### config.mk
export PLATFORM = sky130hd
export DESIGN_NAME = rx_udp_slot_buffer
export DESIGN_NICKNAME = d
export VERILOG_FILES = /design/src/rtl/rx_udp_slot_buffer.sv
export SDC_FILE = /design/constraint.sdc
export NUM_CORES = 1
export LEC_CHECK = 0
export CORE_UTILIZATION = 35
export CTS_BUF_LIST = sky130_fd_sc_hd__clkbuf_2 sky130_fd_sc_hd__clkbuf_4 sky130_fd_sc_hd__clkbuf_8
export DETAILED_ROUTE_END_ITERATION = 10
export PLACE_DENSITY = 0.63
export SYNTH_ARGS = -nofsm -noshare
export SYNTH_HDL_FRONTEND = slang
export SYNTH_SLANG_ARGS = --single-unit
### constraint.sdc
create_clock -name RX_CLK -period 2.2 [get_ports RX_CLK]
set_input_delay 0.44 -clock RX_CLK [delete_from_list [all_inputs] [get_ports RX_CLK]]
set_output_delay 0.44 -clock RX_CLK [all_outputs]
set_load 0.02 [all_outputs]
### src/rtl/rx_udp_slot_buffer.sv
// rtl/rx_udp_slot_buffer.sv - ring of fixed-size RX packet slots with per-slot length, occupancy, drop and irq
// Optional drop counter output enabled by defining RX_SLOT_DROP_CNT_EN.
module rx_udp_slot_buffer #(
   parameter int OCT        = 8,
   parameter int SLOT_AW    = 11,
   parameter int SLOT_CNT_W = 2
) (
   input  logic                           RX_CLK,
   input  logic                           rst,
   input  logic                           rx_data_v,
   input  logic [OCT-1:0]                 rx_data,
   input  logic                           rx_done,
   input  logic                           rx_abort,
   output logic                           mem_we,
   output logic [SLOT_CNT_W+SLOT_AW-1:0]  mem_addr,
   output logic [OCT-1:0]                 mem_din,
   input  logic                           rd_pop,
   output logic [SLOT_CNT_W-1:0]          head_slot,
   output logic [SLOT_AW:0]               head_len,
   output logic [SLOT_CNT_W:0]            count,
   output logic                           full,
   output logic                           rx_irq
`ifdef RX_SLOT_DROP_CNT_EN
   ,
   output logic [15:0]                    drop_cnt
`endif
);
   localparam int NSLOT = 1 << SLOT_CNT_W;

   typedef enum logic [1:0] {IDLE, WRITE, HOLD, DROP} state_t;

   state_t                  state;
   logic [SLOT_AW:0]        wr_len;
   logic [SLOT_CNT_W-1:0]   head;
   logic [SLOT_CNT_W-1:0]   tail;
   logic [SLOT_AW:0]        len_mem [0:NSLOT-1];
   logic                    commit;
   logic                    pop_ok;
   logic                    start;

   // count never exceeds NSLOT, so its MSB alone marks the full condition
   assign full      = count[SLOT_CNT_W];
   assign head_slot = head;
   assign head_len  = len_mem[head];

   assign commit = (state == HOLD) && rx_done;
   assign pop_ok = rd_pop && (count != '0);
   assign start  = rx_data_v && ((state == IDLE) || ((state == HOLD) && !rx_done && !rx_abort));

   always_ff @(posedge RX_CLK) begin
      if (rst) begin
         state    <= IDLE;
         wr_len   <= '0;
         head     <= '0;
         tail     <= '0;
         count    <= '0;
         mem_we   <= 1'b0;
         mem_addr <= '0;
         mem_din  <= '0;
         rx_irq   <= 1'b0;
         for (int i = 0; i < NSLOT; i++) len_mem[i] <= '0;
      end else begin
         mem_we <= 1'b0;
         rx_irq <= commit;
         if (start) begin
            if (full) begin
               state <= DROP;
            end else begin
               state    <= WRITE;
               wr_len   <= (SLOT_AW+1)'(1);
               mem_we   <= 1'b1;
               mem_addr <= {tail, {SLOT_AW{1'b0}}};
               mem_din  <= rx_data;
            end
         end else begin
            case (state)
               WRITE: begin
                  if (!rx_data_v) begin
                     state <= HOLD;
                  end else if (!wr_len[SLOT_AW]) begin
                     mem_we   <= 1'b1;
                     mem_addr <= {tail, wr_len[SLOT_AW-1:0]};
                     mem_din  <= rx_data;
                     wr_len   <= wr_len + (SLOT_AW+1)'(1);
                  end
               end
               HOLD: begin
                  if (commit) begin
                     len_mem[tail] <= wr_len;
                     tail          <= tail + SLOT_CNT_W'(1);
                     state         <= IDLE;
                  end else if (rx_abort) begin
                     state <= IDLE;
                  end
               end
               DROP: begin
                  if (!rx_data_v) state <= IDLE;
               end
               default: ;
            endcase
         end
         if (commit && !pop_ok)
            count <= count + (SLOT_CNT_W+1)'(1);
         else if (pop_ok && !commit)
            count <= count - (SLOT_CNT_W+1)'(1);
         if (pop_ok) head <= head + SLOT_CNT_W'(1);
      end
   end

`ifdef RX_SLOT_DROP_CNT_EN
   logic drop_evt;

   // a packet is lost either when it arrives while full or when a held packet is discarded
   assign drop_evt = (start && full) ||
                     ((state == HOLD) && !rx_done && (rx_abort || rx_data_v));

   always_ff @(posedge RX_CLK) begin
      if (rst)
         drop_cnt <= '0;
      else if (drop_evt && (drop_cnt != 16'hFFFF))
         drop_cnt <= drop_cnt + 16'd1;
   end
`else
`endif

endmodule

==> results of run 1 <==
cell families (layout without fill, tap and decap cells):
logic type | count (synthesis) | after routing | synth area share (%)
AOI/OAI and AO/OA | 54 | 54 | 8.73
xor gates and xnor gates | 8 | 8 | 1.80
adders and majority gates | 3 | 3 | 1.16
buffers and inverters | 39 | 125 | 4.15
DFF | 94 | 94 | 60.8
muxes | 13 | 13 | 7.21
and+or+nand+nor | 133 | 133 | 16.2
layer usage:
| metal | vias to the layer above | GRT usage, % |
|---|---|---|
| met5 | - | 0 |
| li1 | 1381 | - |
| met2 | 73 | 26.5 |
| met1 | 1337 | 20.1 |
| met3 | 9 | 4.42 |
| met4 | 0 | 5.38 |
flip-flops by register name, indices dropped and copies added (netlist names), named ones only:
signal     count
count          3
head_slot      2
len_mem       48
mem_addr      13
mem_din        8
mem_we         1
rx_irq         1
state          2
tail           2
wr_len        12
synthesized netlist by cell type, drive strengths merged:
master / n / share of area (%)
xor2: 5 / 1.1
nand3: 7 / 0.90
or3: 6 / 0.97
o31ai: 3 / 0.58
inv: 18 / 1.7
mux4: 12 / 7.0
a211oi: 2 / 0.39
a31o: 1 / 0.23
or2: 4 / 0.64
o21ai: 8 / 1.0
xnor2: 3 / 0.68
a41oi: 1 / 0.23
mux2i: 1 / 0.26
nand4bb: 1 / 0.29
nand2: 39 / 3.8
nand3b: 1 / 0.19
dfxtp: 46 / 24
o311ai: 1 / 0.23
clkbuf: 13 / 1.3
a21o: 2 / 0.39
nand2b: 3 / 0.48
nor4: 3 / 0.48
nor3: 1 / 0.13
and2: 12 / 1.9
ha: 2 / 0.64
fa: 1 / 0.52
and4bb: 1 / 0.42
a22oi: 12 / 2.3
nand4: 2 / 0.32
nor2: 49 / 4.7
buf: 8 / 1.2
edfxtp: 48 / 37
or4: 2 / 0.39
a21oi: 21 / 2.8
o21bai: 2 / 0.39
nor3b: 2 / 0.52
a31oi: 1 / 0.16
where the power goes:
| group | total (mW) | switching (mW) | internal [mW] |
|---|---|---|---|
| registers | 2.03 | 0.0721 | 1.95 |
| clock network | 1.13 | 0.682 | 0.444 |
| logic | 1.31 | 0.652 | 0.660 |
area by class of cell:
class | count | area, sq um | area share [%]
well taps | 140 | 175 | 3.50
clock buffers | 9 | 124 | 2.48
clock inverters | 7 | 71.3 | 1.43
flip-flops and latches | 94 | 2360 | 47.2
repair buffers | 91 | 837 | 16.7
inverters | 18 | 67.6 | 1.35
multi-input cells | 211 | 1360 | 27.3
critical path: cells and delay by family, from the launching register on:
family	cells	cell delay, ns
mux	1	0.52
flops	1	0.37
buf+inv	2	0.43
through the flow:
stage          total power [mW]  cells
2_1_floorplan              2.79    344
3_3_place_gp               3.36    549
3_5_place_dp               3.38    549
4_1_cts                    4.47    565
5_1_grt                    4.68    570
6_report                   4.47    570
how the worst min path moves through the flow:
stage / endpoint / start / cells past startpoint
2_1_floorplan: wr_len[10]$_SDFFE_PP0P_ / wr_len[10]$_SDFFE_PP0P_ / 2
3_3_place_gp: mem_din[0]$_SDFFE_PP0P_ / mem_din[0]$_SDFFE_PP0P_ / 2
3_5_place_dp: mem_din[5]$_SDFFE_PP0P_ / mem_din[5]$_SDFFE_PP0P_ / 2
4_1_cts: mem_din[5]$_SDFFE_PP0P_ / mem_din[5]$_SDFFE_PP0P_ / 2
5_1_grt: mem_din[5]$_SDFFE_PP0P_ / mem_din[5]$_SDFFE_PP0P_ / 2
6_report: mem_din[5]$_SDFFE_PP0P_ / mem_din[5]$_SDFFE_PP0P_ / 2
what timing repair did:
action                                  in CTS  in global routing
hold endpoints to repair                     0                  0
gates resized for setup                     27                  7
buffers inserted                             0                  5
hold buffers                                 0                  0
endpoints found under the setup margin      12                 12
==> qor.yml, run 1 <==
rows: 38
synth.net_count: 361
fillCellCount: 1027
reg2reg_slack_ns: 0.10
synth_area_sq_um: 3890
detailedPlace.worstSlack_ns: -0.257
grt_util_all_layers_pct: 16.0
cpMaxStageDelayCell: "mux4_2"
path_clk_slew_ns: 0.09
ir_drop_mv: 0.642
io_buffers: 54
die-area_sq_um: 11500
synth-warning-count: 0
tightest_slew_ns: 0.567
yosysSeqAreaShare_pct: 60.8
boundaryPins: 55
relSlewSlack_pct: 61.7
timing.hold.ws_ns: 0.457
tns_ns: 0
mostFrequentLayoutCells: "nor2_1, edfxtp_1, dfxtp_1, clkdlybuf4s50_1, nand2_1"
first_pass_iters: 4
hpwl_microns: 5910
via_per_inst: 4.91
min_period_ns: 2.12
drive_above_1_share_pct: 19.1
final_common_cell: "nor2_1"
area_growth_pct: 28.7
setup_viol: 0
r2r-end: "count[2]$_SDFFE_PP0P_"
syn_inst: 344
htree_levels: 3
finalWorstSetupSlack_ns: 0.0751
wl_microns: 8450
routedWlPerCell_microns: 14.8
nNetsFinal: 442
max_stage_delay_ns: 0.52
cts_tree: "built"
p_per_area_nw_per_um2: 893
finalHoldViolations: 0
cts_sinks: 94
wl_met2_microns: 4130
numCtsBuffers: 9
arrival_ns: 1.68
dpl-instance-area_sq_um: 4800
cts_root_buf: "clkbuf_8"
cp_max_fo: 12
gp_congestion: 0.763
r2r_start: "count[1]$_SDFFE_PP0P_"
finalCritPeriodShare_pct: 96.6
drtIter0Drc: 132
slew_viol_final: 0
fin_area_sq_um: 5000
endpoint_kind: "output port"
max_freq_mhz: 471
r2r_cells: 7
syn_area_per_cell_sq_um: 11.3
outcome: "finished clean"
final_antenna_net_count: 0
grt_pass1_wl_microns: 13900
drv_cap: 0
cts_buffer_depth: 2
hp-class: "register to register"
clk_latency_ns: 0.37
num_vias: 2800
path_cells: "buf_12 > mux4_2 > clkdlybuf4s15_2"
grt_max_degree: 21
rsz0062_at_grt: "false"
grt_overflow: 0
dieHeight_microns: 107
core_sq_um: 10800
antenna_found_initial: 0
grt_pass1_vias: 2753
diodes: 0
finalClockSkew_ns: 0.0167
drc: 0
power.leakage_nw: 1.84
start_util_pct: 35.8
crit_end: "head_len[5]"
wl_met1_microns: 3680
path_class: "register to output port"
wl_met3_microns: 564
ys_types: 43
fin_util_pct: 46.1
worst_ep_required_time_ns: 1.76
top_layer: "met4"
die_w_microns: 107
crit_path_start_kind: "register"
ys_ff_latch: 94
(Power assumes the default switching activity.)
==> run 2: changes to the inputs <==
Settings changed: CTS_BUF_LIST sky130_fd_sc_hd__clkbuf_2 sky130_fd_sc_hd__clkbuf_4 sky130_fd_sc_hd__clkbuf_8 to sky130_fd_sc_hd__clkbuf_8 sky130_fd_sc_hd__clkbuf_16.
==> results of run 2 <==
The final DEF is identical to that of run 1; final timing and power are the same.
